--- config.mk ---
export PLATFORM = sky130hd
export DESIGN_NAME = div_clk_monitor
export DESIGN_NICKNAME = d
export VERILOG_FILES = /design/src/rtl/div_clk_monitor.sv
export SDC_FILE = /design/constraint.sdc
export NUM_CORES = 1
export LEC_CHECK = 0
export CAP_MARGIN = 20
export CELL_PAD_IN_SITES_DETAIL_PLACEMENT = 0
export CELL_PAD_IN_SITES_GLOBAL_PLACEMENT = 1
export CORE_MARGIN = 2
export CORE_UTILIZATION = 44
export DETAILED_ROUTE_END_ITERATION = 12
export MAX_ROUTING_LAYER = met4
export PLACE_DENSITY = 0.92
export RECOVER_POWER = 50
export SKIP_CTS_REPAIR_TIMING = 1
export SLEW_MARGIN = 30
export SYNTH_ARGS = -nofsm -noshare
export SYNTH_HDL_FRONTEND = slang
export SYNTH_SLANG_ARGS = --single-unit
--- constraint.sdc ---
create_clock -name clk -period 4.61 [get_ports clk]
set_input_delay 0.922 -clock clk [delete_from_list [all_inputs] [get_ports clk]]
set_output_delay 0.922 -clock clk [all_outputs]
set_load 0.01 [all_outputs]
--- src/rtl/div_clk_monitor.sv ---
// div_clk_monitor: divided-clock period/duty/stall checker; define DIV_CLK_MONITOR_SYNC2_EN for a two-flop input synchronizer
module div_clk_monitor #(
  parameter int DIV = 5,
  parameter int CNT_W = 8,
  parameter int LOCK_CNT = 4
) (
  input  logic             clk,
  input  logic             rst,
  input  logic             clk_i,
  output logic [CNT_W-1:0] period,
  output logic [CNT_W-1:0] high_time,
  output logic             meas_valid,
  output logic             locked,
  output logic             err_period,
  output logic             err_duty,
  output logic             err_stall
);
  localparam int MW = $clog2(LOCK_CNT + 1);
  localparam logic [CNT_W-1:0] DIV_C = CNT_W'(DIV);
  localparam logic [CNT_W-1:0] MAX_C = CNT_W'(2 * DIV);
  localparam logic [CNT_W-1:0] STALL_C = CNT_W'(2 * DIV - 1);
  localparam logic [CNT_W-1:0] HLO_C = CNT_W'(DIV / 2);
  localparam logic [CNT_W-1:0] HHI_C = CNT_W'((DIV + 1) / 2);
  localparam logic [MW-1:0] LOCK_M = MW'(LOCK_CNT - 1);
  typedef enum logic [1:0] {IDLE, MEASURE, LOCKED} state_t;
  state_t state, state_nxt;
  logic s0, s0_d;
  logic [CNT_W-1:0] cnt, hcnt;
  logic [MW-1:0] mcnt;
  logic rise, active, match, duty_ok, stall, pub;
  assign rise = s0 & ~s0_d;
  assign active = state != IDLE;
  assign match = cnt == DIV_C;
  assign duty_ok = hcnt == HLO_C || hcnt == HHI_C;
  assign stall = active & ~rise & (cnt == STALL_C);
  assign pub = active & rise;
`ifdef DIV_CLK_MONITOR_SYNC2_EN
  logic m0;
  always_ff @(posedge clk) begin
    m0 <= rst ? clk_i : 1'b0;
    s0 <= rst ? m0 : 1'b0;
  end
`else
  always_ff @(posedge clk)
    s0 <= rst ? clk_i : 1'b0;
`endif
  always_ff @(posedge clk)
    state <= rst ? state_nxt : IDLE;
  always_comb begin
    state_nxt = stall ? IDLE :
                (state == IDLE && rise) ? MEASURE :
                (state == MEASURE && rise && match && mcnt == LOCK_M) ? LOCKED :
                (state == LOCKED && rise && !match) ? MEASURE : state;
  end
  always_comb begin
    locked = state == LOCKED;
  end
  always_ff @(posedge clk) begin
    if (!rst) begin
      s0_d <= 1'b0;
      cnt <= '0;
      hcnt <= '0;
      mcnt <= '0;
      period <= '0;
      high_time <= '0;
      meas_valid <= 1'b0;
      err_period <= 1'b0;
      err_duty <= 1'b0;
      err_stall <= 1'b0;
    end else begin
      s0_d <= s0;
      cnt <= rise ? CNT_W'(1) : (cnt == MAX_C ? cnt : cnt + 1'b1);
      hcnt <= rise ? CNT_W'(1) : ((s0 && hcnt != MAX_C) ? hcnt + 1'b1 : hcnt);
      meas_valid <= pub;
      period <= pub ? cnt : period;
      high_time <= pub ? hcnt : high_time;
      mcnt <= stall ? '0 : !pub ? mcnt : !match ? '0 : (state == MEASURE) ? mcnt + 1'b1 : mcnt;
      err_period <= err_period | (pub & ~match);
      err_duty <= err_duty | (pub & ~duty_ok);
      err_stall <= err_stall | stall;
    end
  end
endmodule

# After elaboration in Yosys (flattened, before gate mapping)
# Index checks and enable logic that the tools add are counted.
dict set report word_totals {
  register_bits 43
  input_bits 3
  output_inout_bits 21
  word_cells 70
}
dict set report op_classes {
  add_sub_neg 3
  n_eq_ne 11
  muxes 9
  n_bitwise 14
  reduce_logical 18
}
# cell n
set ops {}
lappend ops {{8-bit by 1-bit adder with 8-bit output (second input constant)} 2}
lappend ops {{8-bit by 2-bit equality test with 1-bit output (second input constant)} 2}
lappend ops {{8-bit by 4-bit equality test with 1-bit output (second input constant)} 2}
lappend ops {{8-bit by 3-bit equality test with 1-bit output (second input constant)} 1}
lappend ops {{8-bit by 4-bit inequality test with 1-bit output (second input constant)} 1}
lappend ops {{1-bit logical AND} 7}
lappend ops {{1-bit AND} 6}
lappend ops {{3-bit two-way mux} 2}
lappend ops {{2-bit nonzero test} 3}
lappend ops {{1-bit two-way mux} 5}
lappend ops {{1-bit NOT} 5}
lappend ops {{2-bit two-way mux} 2}
lappend ops {{2-bit OR reduction} 2}
lappend ops {{3-bit by 1-bit adder with 3-bit output (second input constant)} 1}
lappend ops {{3-bit by 2-bit equality test with 1-bit output (second input constant)} 1}
lappend ops {{1-bit OR} 3}
lappend ops {{3-bit nonzero test} 1}
lappend ops {{3-bit OR reduction} 1}
lappend ops {{2-bit by 1-bit equality test with 1-bit output (second input constant)} 1}
lappend ops {{2-bit equality test (second input constant)} 1}
lappend ops {{2-bit logical NOT} 1}
lappend ops {{2-bit by 1-bit inequality test with 1-bit output (second input constant)} 1}
lappend ops {{2-bit inequality test (second input constant)} 1}
lappend ops {{2-bit AND reduction} 1}
lappend ops {{other kinds (2)} 2}

# Longest topological paths before layout
dict set report logic_depth {
  depth_word 7
  depth_mapped 7
  depth_no_buf 6
}

# Worst setup path before layout
# No wires, ideal clock.
dict set report synth_path {
  path_kind {input to register}
  startpoint {input rst}
  endpoint {register hcnt[0]}
  setup_ns 0.070
  arrival_time_ns 1.548
  required_ns 4.540
  slack_ns 2.993
  stages 4
  n_path_buf 2
  cell_sequence {clkbuf_1 -> clkbuf_1 -> o21ai_1 -> a21oi_1}
}
# item line_no
set synth_lines {}
lappend synth_lines {{start, declared} 8} ;# input logic rst,
lappend synth_lines {{end signal, assigned} 73} ;# hcnt <= rise ? CNT_W'(1) : ((s0 && hcnt != MAX_C) ? hcnt + 1'b1 : hcnt);
lappend synth_lines {{end, declared} 28} ;# logic [CNT_W-1:0] cnt, hcnt;

# Worst setup path in the final report
dict set report layout_path {
  startpoint {input rst}
  endpoint {register cnt[1]}
}
dict set report layout_via {
  elab_chain_len 2
}
# item line_no
set layout_lines {}
lappend layout_lines {{1-bit NOT (no source line)} -}
lappend layout_lines {{2-bit OR reduction (no source line)} -}
lappend layout_lines {{end signal, assigned} 72} ;# cnt <= rise ? CNT_W'(1) : (cnt == MAX_C ? cnt : cnt + 1'b1);
lappend layout_lines {{end, declared} 28}
# No other way between the ends.
# A chain may end at the register's enable or synchronous reset.

==> flow_metrics.py <==
metrics = {
    "clocking": {
        "cts.sinks": 43,
        "h-tree-depth": 2,
        "cts_buffers": 5,
        "cts.path.max_buffers": 2,
        "path_clk_slew_ns": 0.08,
        "cts_tree": "built",
        "clk_latency_ns": 0.29,
        "ctsRootBufferMaster": "clkbuf_8",
    },
    "grt": {
        "grt_first_pass_wirelength_mm": 6.28,
        "track_usage_pct": 16.6,
        "grt_max_degree": 28,
        "grt_overflow_total": 0,
        "antenna_found_initial": 0,
        "grt_pass1_vias": 1362,
    },
    "synth": {
        "yosysTopAreaCellShare_pct": 45.7,
        "synth.distinct_cells": 37,
        "syn_inst": 210,
        "yosys_warnings": 0,
        "syn_area_um2": 1880,
        "yosys-top-cells-area": "dfxtp_1 (46%), nand2_1 (7.6%), a21boi_1 (6.8%)",
        "syn-mean-instance-area_um2": 8.96,
        "syn_nets": 220,
        "synth_top_area_cell": "dfxtp_1",
        "ys_ff_latch": 43,
        "ys_seq_area_share_pct": 45.7,
    },
    "setup_path": {
        "cpPeakStageDelay_ns": 1.08,
        "critPathCaptureType": "flip-flop",
        "path_max_fanout": 27,
        "ff2ff_path_depth": 5,
        "crit_family": "buffers and inverters",
        "timing.critical_path.buf_inv": 1,
        "crit_slowest_cell": "dlygate4sd3_1",
        "path_cells": "dlygate4sd3_1, nand2_1, a211oi_1",
        "cp_num_cells": 3,
        "worst_setup_path_start_kind": "input port",
        "path_class": "in -> reg",
        "arrival_ns": 2.66,
        "required_ns": 4.82,
    },
    "timing": {
        "skew_ns": 0.00522,
        "hold_violations": 0,
        "slew_violations": 0,
        "fin_tns_setup_ns": 0,
        "fmax_mhz": 408,
        "rsz0062_at_grt": "no",
        "worst_pin_slew_ns": 0.827,
        "period_share_pct": 53.2,
        "holdWs_ns": 0.463,
        "setup_viol": 0,
        "period_minus_slack_ns": 2.45,
        "slew_headroom_pct": 44.7,
    },
    "floorplan": {
        "ios": 24,
        "die_area_um2": 4820,
        "coreArea_um2": 4060,
        "fp-row-count": 23,
        "die_h_um": 69.4,
        "die_x_um": 69.4,
        "start_util_pct": 46.4,
    },
    "final_layout": {
        "layout.nets": 241,
        "nFillCells": 368,
        "layout-drive-gt1-share_pct": 6.03,
        "insertedDiodeCount": 0,
        "regArea_um2": 861,
        "multi_input_area_um2": 956,
        "area_growth_pct": 19.0,
    },
    "worst_hold_path": {
        "hp-class": "reg -> reg",
        "min_path_cells": 2,
    },
    "power": {
        "power_density_nw_per_um2": 301,
        "power_leakage_uw": 0.000833,
        "ir_drop_mv": 0.157,
    },
    "outcome": {
        "run_status": "completed",
    },
    "detailed_routing": {
        "ant_nets": 0,
        "wl_mm": 3.63,
        "wl_per_cell_um": 12.9,
        "vias_per_cell": 5.27,
        "drc": 0,
        "dr.first_iter.drc_count": 81,
        "vias": 1487,
        "first_pass_iters": 4,
    },
    "place": {
        "place_hpwl_mm": 2.55,
        "globalplace.congestion": 0.805,
        "numPortBuffers": 23,
    },
    "flow_run": {
        "maxCapViolCount": 0,
    },
}
-- report_power, final --
part / total [µW] / switching [µW] / leakage (µW) / internal, µW
Sequential: 385 / 8.61 / 0.000348 / 376
Clock: 258 / 121 / 0.0000515 / 137
Combinational: 32.2 / 18.1 / 0.000434 / 14.1
Total: 675 / 148 / 0.000833 / 527
-- flip-flops by register name, indices dropped and copies added, names as in the netlist, 2 cells and up --
name       count
mcnt           3
hcnt           8
high_time      8
state          2
period         8
cnt            8
-- per-layer routing --
layer	GRT usage [%]	wire length (µm)	share of wire (%)	up-vias
met2	25.0	1660	46	27
li1	-	-	-	754
met4	6.54	52	1.4	0
met3	4.51	130	3.6	5
met5	-	0	0	-
met1	21.2	1780	49	701
-- area by class of cell --
type | instances | share of cell area (%)
inverter | 6 | 1.01
tap | 50 | 2.79
sequential | 43 | 38.4
timing repair buffer | 24 | 10.6
clock buffer | 8 | 4.47
multi-input combinational | 151 | 42.7
-- worst register-to-register path, cell delays in order (launching register included) --
cell and delay [ns]:
dfxtp_1 0.56, nor2b_1 0.27, o21ai_1 0.28, buf_4 0.28, o21ai_0 0.17, a21oi_1 0.08
-- synthesized netlist by cell type --
master and number:
nand2b_1 1, o21a_1 3, buf_2 4, ha_1 7
nor2_4 1, and4_1 1, nor2_2 1, o21ba_1 1
a311oi_1 1, nand4b_1 1, xnor2_1 2, o21ai_1 3
a211oi_1 1, and3_1 6, mux2i_1 1, and2_1 3
a41oi_1 1, o31ai_4 1, o31ai_1 1, a21oi_1 4
nor2_1 19, clkbuf_1 6, a21boi_1 17, a31oi_1 1
nor4_2 1, nand4_1 3, o21ai_0 4, inv_1 6
nand3_1 8, xor2_1 11, or4_4 1, nand3b_1 4
nor2b_1 2, nor4_1 1, o311ai_4 1, nand2_1 38
dfxtp_1 43
-- layout by cell type, fill, tap and decap left out, types with 3 or more instances in the layout --
cell type	count
ha_1	7
o21ai_1	3
dfxtp_1	43
clkbuf_8	7
nand2_1	38
o21ai_0	4
nand3b_1	4
xor2_1	11
nand4_1	3
clkdlybuf4s50_1	13
nand3_1	8
a21oi_1	4
o21a_1	3
inv_1	6
and3_1	6
dlygate4sd3_1	10
nor2_1	19
a21boi_0	17
-- cells by family after synthesis --
group / Yosys count / synth area share [%]
xor+xnor: 13 / 6.05
mux: 1 / 0.532
compound gates: 39 / 16.0
fa+ha+maj: 7 / 4.65
flops: 43 / 45.7
simple gates: 91 / 23.5
buf+inv: 16 / 3.46
-- path summary, 6_finish.rpt --
path | start | to | slack (ns)
worst max-delay path | rst | cnt[1]$_SDFFE_PP0P_ | 2.16
worst min-delay path | period[2]$_SDFFE_PN0P_ | period[2]$_SDFFE_PN0P_ | 0.46
worst max register to register | s0$_SDFF_PN0_ | mcnt[1]$_SDFFE_PP0P_ | 2.83
worst min register to register | period[2]$_SDFFE_PN0P_ | period[2]$_SDFFE_PN0P_ | 0.46
-- metrics by stage --
stage | utilization [%] | area (µm²) | power, µW | setup slack, ns | instances
CTS | 55.2 | 2240 | 683 | 2.20 | 282
floorplan | - | 1880 | 417 | 2.99 | 210
finish | 55.2 | 2240 | 675 | 2.16 | 282
global placement | 52.7 | 2140 | 426 | 1.93 | 274
global route | 55.2 | 2240 | 703 | 1.95 | 282
detailed placement | 52.7 | 2140 | 427 | 1.90 | 274
No activity file was read; power rests on OpenSTA's default activity.
==> patch: new RTL, same settings <==
Build with the macro `DIV_CLK_MONITOR_SYNC2_EN` defined.
--- a/src/rtl/div_clk_monitor.sv
+++ b/src/rtl/div_clk_monitor.sv
@@ -1,4 +1,6 @@
 // div_clk_monitor: divided-clock period/duty/stall checker; define DIV_CLK_MONITOR_SYNC2_EN for a two-flop input synchronizer
+`define DIV_CLK_MONITOR_SYNC2_EN
+
 module div_clk_monitor #(
   parameter int DIV = 5,
   parameter int CNT_W = 8,
Formal check against the unedited RTL: not equivalent (Yosys sat finds a counterexample within 10 cycles, from zero or initial values and one cycle with rst low).
==> patch against the original RTL <==
- routed wire length decreased by 1.2%
- worst hold slack got worse by 0.025 ns
- worst setup slack got worse by 0.019 ns
- synthesized cell count increased by 0.95%
- area after synthesis increased by 0.60%
- cell area increased by 0.73%
- clock power increased by 12%
- sequential cell count increased by 1
- power increased by 4.7%
==> patch: results (changes against the original RTL) <==
- Status: finished, final reports clean
- Fill count: 379 (+3.0%)
- DRT Pass-1 Iters: 4 (unchanged)
- Synth async-reset ratio: 0% (unchanged)
- Crit-path max FO: 28 (+3.7%)
- Total track usage: 17.11% (+0.51 points)
- Htree depth: 2 (unchanged)
- Share of layout cells above drive strength 1: 5.983% (-0.052 points)
- Root Buffer: clkbuf_8
- Via-to-Cell Ratio: 5.141 (-2.5%)
- Comb power: 0.0260 mW (-19%)
- Relative slew slack: 45.37% (+0.68 points)
- Worst R2R Start: cnt[4]
- Hold_sp: m0
- Final sequential cell count: 44 (+2.3%)
- Met1 Usage GRT: 21.51% (+0.29 points)
- Distinct cells, synth: 36 (-2.7%)
- # rows: 23 (unchanged)
- Met2 routed WL: 1640 um (-1.3%)
- CP arrival: 2.68 ns (+0.02 ns)
- Global-route met2 utilization: 26.28% (+1.3 points)
- Clock skew: 0.007459 ns (+0.002242 ns)
- Met3 usage: 3.924% (-0.58 points)
- Power in the clock group: 0.288 mW (+12%)
- WL final: 3584 um (-1.2%)
- Top layer in use: met4
- Met3 routed WL: 140 um (+7.7%)
- Fraction of area in multi-input gates: 41.87% (-0.81 points)
- DRT iter0 DRCs: 93 (+15%)
- DP Area: 2148 um^2 (+0.41%)
- GP Congestion: 0.7696 (-4.3%)
- Seq/Total Area, Yosys: 46.53% (+0.79 points)
- Fin nets: 243 (+0.83%)
- Placed cell count: 276 (+0.73%)
- Synth top area cells: dfxtp_1 (47%), nand2_1 (7.5%), a21boi_0 (6.7%)
- Cells after synthesis: 212 (+0.95%)
- Fin. max-slew vios: 0 (unchanged)
- Number of global-route vias before repair: 1422 (+4.4%)
- Static leakage: 0.8459 nW (+1.6%)
- Seq/total area: 39.05% (+0.61 points)
- First-pass GRT wire length: 6527 um (+3.9%)
- Clk_lat worst skew: 0.29 ns (about the same)
- Post-synth top flop: dfxtp_1
- Final-layout non-clock buffer area share: 10.54% (-0.077 points)
- Cell Int Power: 0.5571 mW (+5.7%)
- Multi-In Gates: 152 (+0.66%)
- Largest net degree at the start of global routing: 29 (+3.6%)
- # clk buffers: 6 (-2)
- DRT met1 WL: 1739 um (-2.4%)
- Mapped Nets: 222 (+0.91%)
- DP Worst Slack: 1.860 ns (-0.03812 ns)
- Vias: 1460 (-1.8%)
- Yosys warning total: 0 (unchanged)
- VDD IR max: 0.1959 mV (+25%)
- Synth top cells by count: dfxtp_1 (44), nand2_1 (38), nor2_1 (20), a21boi_0 (17), xor2_1 (11)
- Area grow syn2layout: 19.17%
- Clock-cell share: 4.770% (+0.30 points)
- Post-DP HPWL: 2448 um (-3.9%)
- Sequential cell power: 0.392 mW (+2%)
- CTS buffer count: 5 (unchanged)
-- patch: cell types whose count changed in the layout (fill, tap and decap cells not counted), moves of 2 or more --
cell      delta
o21ai_1      -2
and2_1       +2
clkbuf_8     -2
o21ai_0      +2
-- patch: path summary, 6_finish.rpt --
kind | slack (ns) | depth (start not counted) | endpoint
max | 2.14 | 3 | state[0]
min | 0.44 | 1 | s0
max reg2reg | 2.81 | 4 | mcnt[2]
min reg2reg | 0.44 | 1 | s0
-- patch: kinds of logic after synthesis --
kind of cell    Yosys count  share of synthesized area, %
compound gates           39                         15.40
xor+xnor                 13                         6.015
fa+ha+maj                 7                         4.626
buf+inv                  16                         3.569
flops                    44                         46.53
mux                       1                        0.5288
simple gates             92                         23.33
-- patch: worst max-delay path: stages --
cell	delay, ns
dlygate4sd3_1	1.07
o21ai_0	0.40
a311oi_1	0.28
